`config.mk`:
```
export PLATFORM = sky130hd
export DESIGN_NAME = chan_link_reset_sequencer
export DESIGN_NICKNAME = d
export VERILOG_FILES = /design/src/rtl/chan_link_reset_sequencer.sv
export SDC_FILE = /design/constraint.sdc
export NUM_CORES = 1
export LEC_CHECK = 0
export CAP_MARGIN = 15
export CORE_UTILIZATION = 55
export DETAILED_ROUTE_END_ITERATION = 8
export GPL_TIMING_DRIVEN = 0
export HOLD_SLACK_MARGIN = 0.15
export PLACE_DENSITY_LB_ADDON = 0.15
export SYNTH_ARGS = -nofsm -noshare
export SYNTH_HDL_FRONTEND = slang
export SYNTH_SLANG_ARGS = --single-unit
```
`constraint.sdc`:
```
create_clock -name clk50 -period 3.3 [get_ports clk50]
set_clock_uncertainty 0.2 [all_clocks]
set_input_delay 0.66 -clock clk50 [delete_from_list [all_inputs] [get_ports clk50]]
set_output_delay 0.66 -clock clk50 [all_outputs]
set_load 0.1 [all_outputs]
```
`src/rtl/chan_link_reset_sequencer.sv`:
```
// Startup/retry reset sequencer for one Aurora 8b10b channel link, clk50 domain.
// Optional soft-error triggered relink is built when CHAN_LINK_SOFT_ERR_RESET_EN is defined.
module chan_link_reset_sequencer #(
    parameter int unsigned GT_RESET_CYCLES   = 50,
    parameter int unsigned SYS_RESET_CYCLES  = 16,
    parameter int unsigned UP_TIMEOUT_CYCLES = 5000000,
    parameter int unsigned HOLDOFF_CYCLES    = 500000,
    parameter int unsigned MAX_RETRIES       = 8,
    parameter int unsigned TIMER_W           = 32
`ifdef CHAN_LINK_SOFT_ERR_RESET_EN
    ,
    parameter int unsigned SOFT_ERR_LIMIT    = 16,
    parameter int unsigned SOFT_ERR_WINDOW   = 50000000
`endif
) (
    input  logic        clk50,
    input  logic        clk50_reset,
    input  logic        enable,
    input  logic        force_retry,
    input  logic        channel_up,
    input  logic        lane_up,
    input  logic        hard_err,
    input  logic        soft_err,
    output logic        gt_reset_out,
    output logic        system_reset_out,
    output logic        link_ok,
    output logic        failed,
    output logic [2:0]  fsm_state,
    output logic [7:0]  retry_count,
    output logic [15:0] drop_count,
    output logic [15:0] soft_err_count
);

    typedef enum logic [2:0] {
        DISABLED = 3'd0,
        GT_RST   = 3'd1,
        SYS_RST  = 3'd2,
        WAIT_UP  = 3'd3,
        LINK_UP  = 3'd4,
        HOLDOFF  = 3'd5,
        FAILED   = 3'd6
    } state_t;

    localparam logic [TIMER_W-1:0] GT_LAST   = TIMER_W'(GT_RESET_CYCLES - 1);
    localparam logic [TIMER_W-1:0] SYS_LAST  = TIMER_W'(SYS_RESET_CYCLES - 1);
    localparam logic [TIMER_W-1:0] UP_LAST   = TIMER_W'(UP_TIMEOUT_CYCLES - 1);
    localparam logic [TIMER_W-1:0] HOLD_LAST = TIMER_W'(HOLDOFF_CYCLES - 1);

    // Synchronizer bit order: {soft_err, hard_err, lane_up, channel_up}
    logic [3:0] sync1_q, sync1_d;
    logic [3:0] sync2_q, sync2_d;
    logic       soft_prev_q, soft_prev_d;
    logic       channel_up_s, lane_up_s, hard_err_s, soft_err_s, soft_edge;

    state_t             state_q, state_d;
    logic [TIMER_W-1:0] timer_q, timer_d;
    logic               gt_reset_q, gt_reset_d;
    logic               sys_reset_q, sys_reset_d;
    logic               link_ok_q, link_ok_d;
    logic               failed_q, failed_d;
    logic [7:0]         retry_q, retry_d;
    logic [15:0]        drop_q, drop_d;
    logic [15:0]        sec_q, sec_d;

    logic       restart, fail, drop, clr_retry, retry_exhausted, soft_trip;
    logic [7:0] retry_inc;

    assign sync1_d      = {soft_err, hard_err, lane_up, channel_up};
    assign sync2_d      = sync1_q;
    assign channel_up_s = sync2_q[0];
    assign lane_up_s    = sync2_q[1];
    assign hard_err_s   = sync2_q[2];
    assign soft_err_s   = sync2_q[3];
    assign soft_prev_d  = soft_err_s;
    assign soft_edge    = soft_err_s & ~soft_prev_q;

    assign retry_inc       = (retry_q == 8'hFF) ? retry_q : retry_q + 8'd1;
    assign retry_exhausted = (MAX_RETRIES != 0) && (32'(retry_inc) >= MAX_RETRIES);

`ifdef CHAN_LINK_SOFT_ERR_RESET_EN
    localparam logic [TIMER_W-1:0] WIN_LAST  = TIMER_W'(SOFT_ERR_WINDOW - 1);
    localparam logic [TIMER_W-1:0] ERR_LIMIT = TIMER_W'(SOFT_ERR_LIMIT);

    logic [TIMER_W-1:0] win_timer_q, win_timer_d;
    logic [TIMER_W-1:0] win_errs_q, win_errs_d;
    logic [TIMER_W-1:0] win_seen;

    // Fixed windows aligned to LINK_UP entry; edges only count while the lanes are up.
    always_comb begin
        win_seen    = win_errs_q + TIMER_W'(soft_edge & lane_up_s);
        soft_trip   = (state_q == LINK_UP) && (win_seen >= ERR_LIMIT);
        win_timer_d = '0;
        win_errs_d  = '0;
        if (state_q == LINK_UP && win_timer_q != WIN_LAST) begin
            win_timer_d = win_timer_q + TIMER_W'(1);
            win_errs_d  = win_seen;
        end
    end

    always_ff @(posedge clk50) begin
        if (clk50_reset) begin
            win_timer_q <= '0;
            win_errs_q  <= '0;
        end else begin
            win_timer_q <= win_timer_d;
            win_errs_q  <= win_errs_d;
        end
    end
`else
    logic unused_lane_up;
    assign unused_lane_up = lane_up_s;
    assign soft_trip      = 1'b0;
`endif

    // State register plus registered outputs and counters
    always_ff @(posedge clk50) begin
        if (clk50_reset) begin
            sync1_q     <= '0;
            sync2_q     <= '0;
            soft_prev_q <= 1'b0;
            state_q     <= GT_RST;
            timer_q     <= '0;
            gt_reset_q  <= 1'b1;
            sys_reset_q <= 1'b1;
            link_ok_q   <= 1'b0;
            failed_q    <= 1'b0;
            retry_q     <= '0;
            drop_q      <= '0;
            sec_q       <= '0;
        end else begin
            sync1_q     <= sync1_d;
            sync2_q     <= sync2_d;
            soft_prev_q <= soft_prev_d;
            state_q     <= state_d;
            timer_q     <= timer_d;
            gt_reset_q  <= gt_reset_d;
            sys_reset_q <= sys_reset_d;
            link_ok_q   <= link_ok_d;
            failed_q    <= failed_d;
            retry_q     <= retry_d;
            drop_q      <= drop_d;
            sec_q       <= sec_d;
        end
    end

    // Next-state logic
    always_comb begin
        state_d   = state_q;
        restart   = 1'b0;
        fail      = 1'b0;
        drop      = 1'b0;
        clr_retry = 1'b0;
        if (!enable) begin
            state_d = DISABLED;
        end else if (force_retry) begin
            state_d   = GT_RST;
            restart   = 1'b1;
            clr_retry = 1'b1;
        end else begin
            unique case (state_q)
                DISABLED: begin
                    state_d   = GT_RST;
                    clr_retry = 1'b1;
                end
                GT_RST:  if (timer_q == GT_LAST) state_d = SYS_RST;
                SYS_RST: if (timer_q == SYS_LAST) state_d = WAIT_UP;
                WAIT_UP: begin
                    if (hard_err_s) begin
                        fail = 1'b1;
                    end else if (channel_up_s) begin
                        state_d   = LINK_UP;
                        clr_retry = 1'b1;
                    end else if (timer_q == UP_LAST) begin
                        fail = 1'b1;
                    end
                end
                LINK_UP: begin
                    if (!channel_up_s || hard_err_s || soft_trip) begin
                        fail = 1'b1;
                        drop = 1'b1;
                    end
                end
                HOLDOFF: if (timer_q == HOLD_LAST) state_d = GT_RST;
                FAILED:  state_d = FAILED;
                default: state_d = GT_RST;
            endcase
            if (fail) state_d = retry_exhausted ? FAILED : HOLDOFF;
        end
    end

    // Timer and counters
    always_comb begin
        timer_d = timer_q;
        if (state_d != state_q || restart) begin
            timer_d = '0;
        end else if (state_q == GT_RST || state_q == SYS_RST ||
                     state_q == WAIT_UP || state_q == HOLDOFF) begin
            timer_d = timer_q + TIMER_W'(1);
        end

        retry_d = retry_q;
        if (clr_retry)  retry_d = '0;
        else if (fail)  retry_d = retry_inc;

        drop_d = drop_q;
        if (drop && drop_q != 16'hFFFF) drop_d = drop_q + 16'd1;

        sec_d = sec_q;
        if (soft_edge && sec_q != 16'hFFFF) sec_d = sec_q + 16'd1;
    end

    // Output decode from the next state so the registered outputs line up with state_q
    always_comb begin
        gt_reset_d  = 1'b1;
        sys_reset_d = 1'b1;
        link_ok_d   = 1'b0;
        failed_d    = 1'b0;
        unique case (state_d)
            SYS_RST: gt_reset_d = 1'b0;
            WAIT_UP: begin
                gt_reset_d  = 1'b0;
                sys_reset_d = 1'b0;
            end
            LINK_UP: begin
                gt_reset_d  = 1'b0;
                sys_reset_d = 1'b0;
                link_ok_d   = 1'b1;
            end
            FAILED:  failed_d = 1'b1;
            default: gt_reset_d = 1'b1;
        endcase
    end

    assign gt_reset_out     = gt_reset_q;
    assign system_reset_out = sys_reset_q;
    assign link_ok          = link_ok_q;
    assign failed           = failed_q;
    assign fsm_state        = state_q;
    assign retry_count      = retry_q;
    assign drop_count       = drop_q;
    assign soft_err_count   = sec_q;

endmodule

```
# Word-level counts from Yosys, hierarchy flattened
# Cells that the tools add are included.
totals:
  reg_bits: 88
  input_bits: 8
  out_inout_bits: 47
  elab_cells: 84
classes:
  addsub: 4
  n_lt_le_gt_ge: 1
  eq_ne: 18
  n_mux: 34
  n_bitwise: 2
  reduce_logical: 13
ops:
  columns: ["cell", "n"]
  rows:
  - ["16-bit by 1-bit adder with 16-bit output (second input constant)", 2]
  - ["32-bit by 1-bit adder with 32-bit output (second input constant)", 1]
  - ["32-bit by 19-bit equality test with 1-bit output (second input constant)", 1]
  - ["32-bit by 23-bit equality test with 1-bit output (second input constant)", 1]
  - ["32-bit by 4-bit equality test with 1-bit output (second input constant)", 1]
  - ["32-bit by 6-bit equality test with 1-bit output (second input constant)", 1]
  - ["16-bit inequality test (second input constant)", 2]
  - ["3-bit two-way mux", 8]
  - ["1-bit two-way mux", 21]
  - ["3-bit case mux with 6 select lines", 1]
  - ["3-bit equality test (second input constant)", 5]
  - ["3-bit by 2-bit equality test with 1-bit output (second input constant)", 4]
  - ["8-bit by 1-bit adder with 8-bit output (second input constant)", 1]
  - ["8-bit equality test (second input constant)", 1]
  - ["8-bit by 4-bit >= comparator with 1-bit output (second input constant)", 1]
  - ["8-bit two-way mux", 1]
  - ["2-bit OR reduction", 3]
  - ["1-bit logical OR", 5]
  - ["1-bit case mux with 2 select lines", 2]
  - ["3-bit by 1-bit equality test with 1-bit output (second input constant)", 1]
  - ["3-bit zero test", 1]
  - ["3-bit inequality test", 1]
  - ["3-bit OR reduction", 1]
  - ["1-bit logical AND", 2]
  - ["other kinds (4)", 4]

# Longest topological paths before layout
# Gate-level depths: netlist (run 1).
depth:
  ltp_word: 13
  mapped_depth: 9
  ltp_nobuf: 8

# Worst setup path before layout (run 1)
# No wires, ideal clock.
synth_timing:
  kind: "reg2reg"
  from: "reg retry_q[0] (netlist: retry_count[0])"
  to: "reg timer_q[0]"
  setup_ns: 0.088
  arrival_ns: 2.873
  required_ns: 3.012
  setup_slack_ns: 0.139
  path_stages_with_launch: 10
  n_path_buf: 1
  synth_period_minus_slack_ns: 3.161
  cell_sequence: "dfxtp_1 > ha_1 > and3_1 > o211ai_1 > a222oi_1 > o2111ai_2 > o31ai_4 > xnor2_2 > buf_6 > nor4_2"
synth_via:
  elab_chain_len: 10
  word_cells_on_any_way: 11
  classes_between: "add/sub: 1; order compare: 1; eq/ne: 2; mux: 5; reduce/logical: 2"
synth_lines:
  columns: ["element", "line_no", "text"]
  rows:
  - ["start, declared", "61", "logic [7:0] retry_q, retry_d;"]
  - ["start signal, assigned", "140", "retry_q <= retry_d;"]
  - ["8-bit by 1-bit adder with 8-bit output or 8-bit equality test (tied branches)", "77", "assign retry_inc = (retry_q == 8'hFF) ? retry_q : retry_q + 8'd1;"]
  - ["8-bit two-way mux *", "77", null]
  - ["8-bit by 4-bit >= comparator with 1-bit output *", "78", "assign retry_exhausted = (MAX_RETRIES != 0) && (32'(retry_inc) >= MAX_RETRIES);"]
  - ["2-bit two-way mux *", "187", "if (fail) state_d = retry_exhausted ? FAILED : HOLDOFF;"]
  - ["3-bit two-way mux *", "187", null]
  - ["3-bit two-way mux *", "155", "end else if (force_retry) begin"]
  - ["3-bit two-way mux *", "153", "if (!enable) begin"]
  - ["3-bit inequality test *", "194", "if (state_d != state_q || restart) begin"]
  - ["1-bit logical OR *", "194", null]
  - ["2-bit OR reduction (no source line) *", null, null]
  - ["end signal, assigned", "135", "timer_q <= timer_d;"]
  - ["end, declared", "56", "logic [TIMER_W-1:0] timer_q, timer_d;"]
# Mark *: on every way between the ends. The rest lies on a longest branch, timed or not.
# A chain may end at the register's enable or synchronous reset.

# Worst setup path after layout (run 1)
layout_timing:
  from: "in enable"
  to: "reg drop_q[14] (netlist: drop_count[14])"
layout_via:
  elab_chain_len: 2
layout_lines:
  columns: ["element", "line_no", "text"]
  rows:
  - ["start, declared", "18", "input logic enable,"]
  - ["1-bit two-way mux", "153", null]
  - ["1-bit logical AND", "206", "if (drop && drop_q != 16'hFFFF) drop_d = drop_q + 16'd1;"]
  - ["end signal, assigned", "141", "drop_q <= drop_d;"]
  - ["end, declared", "62", "logic [15:0] drop_q, drop_d;"]
# Every way passes these cells.

==> reports/metrics.csv, run 1 <==
stage;metric;value;unit
timing;Final Max Tran Viols;0;
clock_network;clock root buffer;clkbuf_8;
cells_and_area;Fillers;694;
synth;sequential area share after synthesis;37.2;%
floorplan;Die X;93.8;um
synth;Synth Area in Adders;1.35;%
timing;worst slew pin tran;0.985;ns
synth;Mapped Nets;534;
cells_and_area;final net count;598;
clock_network;later-pin clock latency in the skew report;0.37;ns
drt;drt total wl;10.2;mm
synth;Async SR Flop Fraction;0;%
timing;RSZ-0062 raised after global routing;no;
placement;RD Place Congestion;0.844;
power;pwr/cell area;345;mW/mm^2
timing;Final Hold Slack;0.231;ns
synth;largest family of logic cells by synthesized area;simple AND/OR/NAND/NOR gates;
cells_and_area;area grow syn2layout;18.5;%
clock_network;TritonCTS clock tree;yes;
floorplan;die height;93.8;um
power;Sw Ratio;26.6;%
clock_network;post-CTS setup buffer count;0;
clock_network;Max clock buf depth;2;
synth;Synth Instances;521;
floorplan;Starting Density;56.7;%
timing;final period utilization;92.4;%
critical_path;CP endpoint kind;flop;
power;Lkg Pwr;1.88;nW
critical_path;critical path class;input port to flop;
cells_and_area;FF+latch area;0.00172;mm^2
synth;xor/xnor cell area share of the yosys netlist;13.0;%
clock_network;CTS Buf Count;9;
synth;compound-gate portion of the synthesized area;7.02;%
drt;Final ANT Viol Nets;0;
drt;routed vias;3987;
cells_and_area;Multi-input gate area;0.00275;mm^2
drt;Detailed Routing Iterations Pass 1;5;
floorplan;die footprint;0.00879;mm^2
clock_network;clk sinks;86;
grt;first-pass GRT wire length;17.6;mm
timing;maximum clock rate;328;MHz
grt;vias in the first global route;3795;
power;sequential fraction of design power;55.4;%
synth;EDFF count, synth;0;
critical_path;WP data required;3.35;ns
power;switching power;504;uW
synth;Yosys reg bits;86;
synth;synthesized area;0.00463;mm^2
floorplan;I/O pin total;55;
drt;Initial DRC Count;176;
timing;fin crit period;3.05;ns
timing;slew margin rel.;34.1;%
placement;post-DP HPWL;7.28;mm
grt;Overflow after GRT;0;
critical_path;critical path startpoint category;input port;
critical_path;Max FO, Critical Path;8;
power;Max IR drop VDD;0.202;mV
worst_hold_path;worst hold path type;flop to flop;
drt;drt drc;0;
clock_network;htree depth;3;
synth;Post-synth top flop;dfxtp_1;
synth;Mean Syn Cell Area;8.89;um^2
clock_network;Worst-path clk slew;0.10;ns
cells_and_area;ANT cells;0;
power;combinational share of power;6.3;%
timing;final hold violations;0;
power;Clk pwr share;38.3;%
timing;Setup violations, final;0;
placement;PortBufs;53;
power;Int Power;1.39;mW
synth;mux contribution to synthesized area;0.648;%
floorplan;Row Count;33;
run_status;status;completed;
grt;largest net degree at the start of global routing;17;
synth;synth warn;0;
drt;Avg Vias per Cell;5.74;
floorplan;core area;0.00818;mm^2
synth;Cell variety after synth;65;
flow_run;number of max-cap violations;0;
grt;GRT Total Usage;24.9;%
grt;initial antenna violation count;0;
synth;Post-Synth Simple-Gate Area;37.1;%
cells_and_area;fin util;67.2;%
drt;routed length per instance;14.7;um
critical_path;CP Data Arrival Time;3.10;ns
cells_and_area;layout cells sized above 1;12.9;%
state kept, by name (all words and copies together), names as in the netlist:
register and flops:
timer_q 32, drop_count 16, soft_err_count 16, retry_count 8, fsm_state 3, sync1_q 3
sync2_q 3, failed 1, gt_reset_out 1, link_ok 1, soft_prev_q 1, system_reset_out 1
final cells by class:
type	count	share of cell area [%]
inverter	7	0.478
sequential	86	31.4
clock inverter	6	0.980
timing repair buffer	53	9.66
buffer	26	2.64
clock buffer	10	2.51
tap	105	2.39
multi-input combinational	402	50.0
metrics by stage:
stage / power, mW / setup slack, ns / cell area [um^2] / cells / TNS, ns
finish: 1.89 / 0.252 / 5490 / 695 / 0
global route: 1.97 / 0.0237 / 5490 / 695 / 0
CTS: 1.91 / 0.166 / 5490 / 695 / 0
detailed placement: 1.19 / -0.0740 / 5300 / 679 / -0.102
global placement: 1.19 / -0.0257 / 5300 / 679 / -0.0611
floorplan: 1.16 / 0.139 / 4630 / 521 / 0
cell usage in the layout, fill, tap and decap left out, drive strengths merged, types with 5 or more instances in the layout:
cell,synthesis,final
nor4,37,37
a21oi,9,9
and4,9,9
and3,10,10
and2,6,6
o21ai,5,5
clkdlybuf4s50,0,53
nand2,62,62
nand2b,10,10
inv,7,10
nor3,12,12
xnor2,33,33
ha,5,5
nand4,23,23
xor2,34,34
nand3,34,34
nor2b,11,11
dfxtp,86,86
nor2,56,56
clkbuf,17,27
buf,9,9
power by group through the flow:
| stage | combinational, mW | clock, mW | sequential (mW) |
|---|---|---|---|
| 2_1_floorplan | 0.0749 | 0 | 1.09 |
| 3_3_place_gp | 0.117 | 0 | 1.07 |
| 3_5_place_dp | 0.119 | 0 | 1.07 |
| 4_1_cts | 0.120 | 0.743 | 1.05 |
| 5_1_grt | 0.129 | 0.789 | 1.05 |
| 6_report | 0.119 | 0.726 | 1.05 |
per-layer routing:
layer / wire [um] / global-route usage [%] / part of all wire (%) / vias to the layer above
li1: - / - / - / 1966
met1: 4700 / 32.2 / 46 / 1906
met2: 4940 / 41.4 / 48 / 100
met3: 454 / 5.18 / 4.4 / 15
met4: 133 / 7.82 / 1.3 / 0
met5: 0 / 0 / 0 / -
repair_timing:
| action | CTS | global route |
|---|---|---|
| resized for setup | 0 | 1 |
| hold buffers | 0 | 0 |
| setup endpoints to repair | 0 | 8 |
synth_stat cells (all sizes together) (6+ instances only):
| master | number | area, um^2 |
|---|---|---|
| buf | 9 | 70.1 |
| clkbuf | 17 | 75.1 |
| nor4 | 37 | 434 |
| and3 | 10 | 67.6 |
| a21oi | 9 | 48.8 |
| and2 | 6 | 40.0 |
| dfxtp | 86 | 1720 |
| nor2 | 56 | 213 |
| xnor2 | 33 | 304 |
| nor2b | 11 | 68.8 |
| inv | 7 | 26.3 |
| and4 | 9 | 78.8 |
| nand4 | 23 | 144 |
| nand3 | 34 | 170 |
| nand2 | 62 | 233 |
| nor3 | 12 | 65.1 |
| nand2b | 10 | 62.6 |
| xor2 | 34 | 298 |
cells by family (layout without fill, tap and decap cells):
group	after synthesis	after routing
mux	3	3
compound gates	40	40
simple gates	287	287
buf+inv	33	102
fa+ha+maj	5	5
flops	86	86
xor+xnor	67	67
final timing paths:
| check | start | to | slack (ns) | depth (start not counted) |
|---|---|---|---|---|
| max reg2reg | timer_q[4] | timer_q[27] | 0.26 | 9 |
| min reg2reg | sync1_q[0] | sync2_q[0] | 0.23 | 1 |
| min | sync1_q[0] | sync2_q[0] | 0.23 | 1 |
| max | enable | drop_count[14] | 0.25 | 8 |
worst max-delay path, cell delays in order:
cell and delay, ns:
clkdlybuf4s50_1 0.60, nor2b_1 0.29, nand4_1 0.19, a21oi_1 0.54, nor2b_1 0.43, nand3_1 0.17, xor2_1 0.16, nor2_1 0.05
Power figures use the tool's default switching activity.
==> inputs of run 2 (changes only) <==
- CELL_PAD_IN_SITES_DETAIL_PLACEMENT: default -> 0
- CELL_PAD_IN_SITES_GLOBAL_PLACEMENT: default -> 1
- CORE_UTILIZATION: 55 -> 48
- DONT_BUFFER_PORTS: default -> 1
- SLEW_MARGIN: default -> 20
==> run 2 against run 1 <==
Net effect: global-route usage decreased by 4.1 points; setup slack worse by 0.071 ns; via count shrank 6.1%; final area decreased by 7.5%; clock-buffer cell count shrank 1; die area is 14% higher; highest routed layer unchanged; cell count decreased by 3.9%; critical path depth shrank 1; register-to-register slack got worse by 0.08 ns; fmax fell by 2.3%; first-iteration DRC count up 1.1%.
==> reports/metrics.csv, run 2 (synthesized netlist as in run 1, its figures left out) <==
stage;metric;value;unit;change
timing;final hold violations;0;;unchanged
worst_hold_path;worst hold path type;input port to flop;;
cells_and_area;max FFs per register;32;;unchanged
power;Tot Pwr;1.90;mW;about the same
clock_network;later-pin clock latency in the skew report;0.37;ns;about the same
timing;slew margin rel.;25.9;%;-8.2 points
cells_and_area;fin util;54.7;%;-12 points
drt;routed length per instance;15.0;um;+1.9%
critical_path;R2R Setup Slk;0.18;ns;-0.08 ns
critical_path;worst r2r src;soft_err_count[9];;
clock_network;htree depth;3;;unchanged
floorplan;die footprint;0.0100;mm^2;+14%
grt;first-pass GRT wire length;16.8;mm;-4.5%
clock_network;Max clock buf depth;2;;unchanged
placement;post-DP HPWL;7.15;mm;-1.9%
timing;worst slew pin tran;1.11;ns;+0.124 ns
floorplan;Starting Density;49.9;%;-6.8 points
timing;RSZ-0062 raised after global routing;no;;
drt;Avg Vias per Cell;5.60;;-2.3%
clock_network;CTS Buf Count;9;;unchanged
grt;initial antenna violation count;0;;unchanged
placement;Place WS;-0.419;ns;-0.345 ns
power;pwr/cell area;373;mW/mm^2;+8.2%
placement;PortBufs;0;;-100%
drt;Detailed Routing Iterations Pass 1;4;;-1
clock_network;clk sinks;86;;unchanged
drt;Final ANT Viol Nets;0;;unchanged
drt;Initial DRC Count;178;;+1.1%
power;Lkg Pwr;1.73;nW;-8.0%
cells_and_area;commonest non-fill, non-tap cell in the layout;dfxtp_1;;
power;Max IR drop VDD;0.200;mV;-0.85%
placement;RD Place Congestion;0.834;;-1.1%
clock_network;CTS hold repair buffers;0;;unchanged
clock_network;clock root buffer;clkbuf_8;;
floorplan;Die X;100;um;+6.9%
floorplan;die height;100;um;+6.9%
critical_path;Critical Path Slowest Stage Cell;dfxtp_1;;
critical_path;CP cell instances;and3_1, nand4_1, o311ai_2, nor3_1, nand3_1, xor2_1, nor2_1;;
grt;GRT Total Usage;20.8;%;-4.1 points
timing;Setup violations, final;0;;unchanged
critical_path;R2R cell count;7;;-2
critical_path;WP data required;3.35;ns;about the same
critical_path;Reg2Reg Capture Point;soft_err_count[13];;
critical_path;CP Data Arrival Time;3.16;ns;+0.06 ns
cells_and_area;Fillers;903;;+30%
run_status;status;completed;;
floorplan;core area;0.00928;mm^2;+14%
critical_path;CP endpoint kind;flop;;
timing;Final Max Tran Viols;0;;unchanged
cells_and_area;area grow syn2layout;9.64;%;
critical_path;worst setup path end;soft_err_count[13];;
drt;routed vias;3744;;-6.1%
critical_path;Critical Path Source;soft_err_count[9];;
timing;fin crit period;3.12;ns;+0.0710 ns
cells_and_area;ANT cells;0;;unchanged
cells_and_area;final net count;547;;-8.5%
timing;maximum clock rate;321;MHz;-2.3%
drt;drt total wl;10.0;mm;-2.1%
floorplan;Row Count;35;;+6.1%
critical_path;critical path class;flop to flop;;
critical_path;Max FO, Critical Path;8;;unchanged
timing;final period utilization;94.5;%;+2.2 points
cells_and_area;Biggest register;timer_q;;
grt;vias in the first global route;3581;;-5.6%
flow_run;number of max-cap violations;0;;unchanged
clock_network;Worst-path clk slew;0.11;ns;about the same
critical_path;critical path startpoint category;flop;;
floorplan;I/O pin total;55;;unchanged
grt;Overflow after GRT;0;;unchanged
cells_and_area;most frequent cells in the layout;71 x dfxtp_1, 62 x nand2_1, 55 x nor2_1, 34 x xor2_1, 34 x nand3_1;;
critical_path;Max stage delay on crit path;1.04;ns;+0.44 ns
grt;largest net degree at the start of global routing;19;;+2
timing;Setup WS post-layout;0.181;ns;-0.0710 ns
clock_network;TritonCTS clock tree;yes;;
cells_and_area;layout cells sized above 1;18.0;%;+5.1 points
drt;drt drc;0;;unchanged
-- run 2: cell count changes in the layout (fill, tap and decap cells not counted), moves of 5 or more --
cell,before,now
dfxtp_1,86,71
dfxtp_4,0,5
clkdlybuf4s50_1,53,0
dfxtp_2,0,10
-- run 2: where the power goes --
part	switching, mW	internal, mW	total, mW
clock	0.444	0.298	0.743
sequential	0.0183	1.04	1.06
combinational	0.0646	0.0306	0.0952
-- run 2: critical path: cells and delay by family, from the launching register on --
family	cells	cell delay, ns
simple gates	5	0.93
flops	1	1.04
compound gates	1	0.64
xor+xnor	1	0.17
-- run 2: through the flow --
| stage | TNS, ns | cell area, um^2 | hold WS, ns | cells |
|---|---|---|---|---|
| 3_5_place_dp | -12.63 | 4790 | 0.222 | 650 |
| 6_report | 0 | 5080 | 0.210 | 668 |
| 3_3_place_gp | -11.02 | 4790 | 0.218 | 650 |
| 4_1_cts | 0 | 5030 | 0.200 | 666 |
| 5_1_grt | 0 | 5080 | 0.213 | 668 |
| 2_1_floorplan | 0 | 4630 | 0.214 | 521 |
-- run 2: cell type report --
cell class,instances,area [um^2],share of cell area [%]
multi-input cells,402,2780,54.7
flip-flops and latches,86,1750,34.5
well taps,129,161,3.18
plain buffers,26,146,2.88
clock buffers,9,124,2.44
clock inverters,7,75.1,1.48
inverters,7,26.3,0.517
repair buffers,2,15.0,0.296
-- run 2: layer usage --
layer  track usage [%]  part of all wire (%)  vias up  wire, um
met2              32.9                    46       71      4590
met1              27.7                    49     1789      4900
met3              4.94                   3.8       14       381
met4              7.13                   1.5        0       152
met5                 0                     0        -         0
li1                  -                     -     1870         -
-- run 2: timing repair --
item,CTS,global route
resized for setup,15,14
pin swaps,0,2
setup endpoints to repair,33,40
buffers inserted,0,2
-- run 2: worst min path at each step --
stage / depth (start not counted) / endpoint / start
finish: 1 / sync1_q[2] / hard_err
global placement: 1 / sync2_q[3] / sync1_q[3]
CTS: 1 / sync1_q[2] / hard_err
detailed placement: 1 / sync2_q[3] / sync1_q[3]
global route: 1 / sync1_q[2] / hard_err
floorplan: 1 / sync2_q[0] / sync1_q[0]
==> inputs of run 3 (changes only) <==
--- a/constraint.sdc
+++ b/constraint.sdc
@@ -4,2 +4,2 @@
 set_output_delay 0.66 -clock clk50 [all_outputs]
-set_load 0.1 [all_outputs]
+set_load 0.05 [all_outputs]
==> run 3 against run 2 <==
Net effect: core utilization fell by 0.31 points; final area fell by 0.57%; fmax rose by 0.79%; sequential power barely moved; largest power group unchanged; total power fell by 0.29%; hold slack improved by 0.0054 ns; highest routed layer unchanged; die area did not move; largest cell class unchanged; critical path type unchanged; critical endpoint is now timer_q[23]; wire length barely moved; setup slack improved by 0.025 ns.
==> reports/metrics.csv, run 3 (synthesized netlist as in run 1, its figures left out) <==
stage;metric;value;unit;change
cells_and_area;area grow syn2layout;9.02;%;
timing;final period utilization;93.8;%;-0.74 points
critical_path;Critical Path Slowest Stage Cell;a222oi_1;;
grt;initial antenna violation count;0;;unchanged
cells_and_area;Biggest register;timer_q;;
drt;routed length per instance;15.0;um;about the same
floorplan;core area;0.00928;mm^2;unchanged
drt;Initial DRC Count;212;;+19%
clock_network;CTS hold repair buffers;0;;unchanged
grt;vias in the first global route;3565;;-0.45%
cells_and_area;fin util;54.4;%;-0.31 points
power;pwr/cell area;374;mW/mm^2;+0.28%
timing;Setup violations, final;0;;unchanged
timing;Setup WS post-layout;0.206;ns;+0.0245 ns
worst_hold_path;worst hold path type;input port to flop;;
clock_network;Worst-path clk slew;0.11;ns;about the same
drt;drt drc;0;;unchanged
critical_path;worst r2r src;retry_count[0];;
floorplan;Row Count;35;;unchanged
drt;drt total wl;10.0;mm;about the same
placement;Placed Area;0.00479;mm^2;unchanged
critical_path;critical path startpoint category;flop;;
grt;Overflow after GRT;0;;unchanged
worst_hold_path;Worst Hold Launch;hard_err;;
flow_run;number of max-cap violations;0;;unchanged
cells_and_area;max FFs per register;32;;unchanged
drt;routed vias;3734;;-0.27%
clock_network;htree depth;3;;unchanged
drt;Final ANT Viol Nets;0;;unchanged
run_status;status;completed;;
clock_network;later-pin clock latency in the skew report;0.37;ns;about the same
floorplan;Starting Density;49.9;%;unchanged
timing;final hold violations;0;;unchanged
worst_hold_path;Hold Path Stages;1;;unchanged
timing;RSZ-0062 raised after global routing;no;;
grt;GRT Total Usage;20.7;%;-0.059 points
clock_network;clk sinks;86;;unchanged
floorplan;die height;100;um;unchanged
worst_hold_path;Hold EP;sync1_q[2];;
clock_network;CTS Buf Count;9;;unchanged
cells_and_area;layout cells sized above 1;16.0;%;-2.0 points
cells_and_area;Final Non-Filler Cells;668;;unchanged
grt;first-pass GRT wire length;16.7;mm;-0.33%
cells_and_area;ANT cells;0;;unchanged
cells_and_area;most frequent cells in the layout;81 x dfxtp_1, 62 x nand2_1, 55 x nor2_1, 34 x xor2_1, 34 x nand3_1;;
placement;# placed instances;650;;unchanged
cells_and_area;fin area;0.00505;mm^2;-0.57%
cells_and_area;final net count;547;;unchanged
clock_network;TritonCTS clock tree;yes;;
floorplan;I/O pin total;55;;unchanged
critical_path;Max stage delay on crit path;0.50;ns;-0.54 ns
critical_path;critical path class;flop to flop;;
critical_path;R2R Setup Slk;0.21;ns;+0.02 ns
critical_path;CP endpoint kind;flop;;
critical_path;WP buf/inv;1;;+1
placement;post-DP HPWL;7.15;mm;unchanged
drt;Detailed Routing Iterations Pass 1;6;;+2
critical_path;CP top delay family;compound AO/OA/AOI/OAI gates;;
placement;Place WS;-0.0570;ns;+0.362 ns
placement;RD Place Congestion;0.834;;unchanged
power;Max IR drop VDD;0.200;mV;-0.23%
timing;TNS Setup;0;ns;unchanged
drt;Avg Vias per Cell;5.59;;-0.27%
timing;fin crit period;3.09;ns;-0.0245 ns
timing;Final Max Tran Viols;0;;unchanged
timing;maximum clock rate;323;MHz;+0.79%
power;Lkg Pwr;1.73;nW;-0.36%
critical_path;CP Data Arrival Time;3.16;ns;about the same
clock_network;Max clock buf depth;2;;unchanged
timing;slew margin rel.;47.0;%;+21 points
grt;largest net degree at the start of global routing;19;;unchanged
critical_path;Reg2Reg Capture Point;timer_q[23];;
timing;worst slew pin tran;0.795;ns;-0.315 ns
cells_and_area;commonest non-fill, non-tap cell in the layout;dfxtp_1;;
clock_network;clock root buffer;clkbuf_8;;
critical_path;R2R cell count;9;;+2
floorplan;Die X;100;um;unchanged
placement;PortBufs;0;;unchanged
critical_path;CP cell instances;ha_1, and3_1, or3_1, a222oi_1, o211ai_1, o21ai_4, xnor2_4, buf_4, nor4_2;;
critical_path;WP data required;3.37;ns;+0.02 ns
critical_path;Max FO, Critical Path;10;;+2
floorplan;die footprint;0.0100;mm^2;unchanged
[run 3: changes by cell type in the layout (fill, tap and decap cells not counted)]
cell and change:
dfxtp_1 +10, dfxtp_2 -5, dfxtp_4 -5, a21oi_1 +1, a21oi_2 -1, buf_1 -1
clkbuf_1 +1
[run 3: worst reg2reg max path: stages, from the launching register on]
cell	delay (ns)
dfxtp_2	0.44
ha_1	0.28
and3_1	0.21
or3_1	0.31
a222oi_1	0.50
o211ai_1	0.24
o21ai_4	0.18
xnor2_4	0.15
buf_4	0.22
nor4_2	0.26
[run 3: worst max-delay path by stage]
| stage | startpoint | to | slack (ns) | cells past startpoint |
|---|---|---|---|---|
| after global placement | fsm_state[0] | timer_q[29] | -0.03 | 8 |
| final | retry_count[0] | timer_q[23] | 0.21 | 9 |
| after CTS | fsm_state[2] | timer_q[23] | 0.0002 | 9 |
| after floorplan | retry_count[0] | timer_q[0] | 0.45 | 9 |
| after global routing | fsm_state[0] | timer_q[26] | 0.02 | 8 |
| after detailed placement | fsm_state[2] | timer_q[1] | -0.06 | 8 |
[run 3: final cells by class]
cell class                 instances  area, um^2
sequential                        86        1730
buffer                            26         146
inverter                           7        26.3
clock buffer                       9         124
fill                             905        4230
clock inverter                     7        75.1
multi-input combinational        402        2780
tap                              129         161
timing repair buffer               2        15.0
[run 3: what timing repair did]
item	in CTS	in global routing
resized for setup	4	8
hold endpoints to repair	0	0
endpoints found under the setup margin	30	30
pin swaps	0	2
setup buffers	0	2
[run 3: metal layers]
| layer | global-route usage, % | part of all wire (%) | up-vias | wire length (um) |
|---|---|---|---|---|
| met5 | 0 | 0 | - | 0 |
| met4 | 7.13 | 1.4 | 0 | 138 |
| met3 | 4.87 | 4.4 | 12 | 438 |
| met2 | 32.7 | 46 | 74 | 4620 |
| met1 | 27.8 | 48 | 1777 | 4820 |
| li1 | - | - | 1871 | - |
[run 3: power by group]
| part | leakage [nW] | switching (mW) | internal [mW] |
|---|---|---|---|
| clock network | 0.0981 | 0.442 | 0.298 |
| logic | 0.931 | 0.0646 | 0.0306 |
| registers | 0.696 | 0.0118 | 1.04 |
| total | 1.73 | 0.518 | 1.37 |
[run 3: per-stage QoR]
step           hold slack [ns]  power, mW
6_report                 0.215       1.89
4_1_cts                  0.200       1.92
3_3_place_gp             0.218       1.18
5_1_grt                  0.213       1.96
3_5_place_dp             0.222       1.18
2_1_floorplan            0.214       1.15
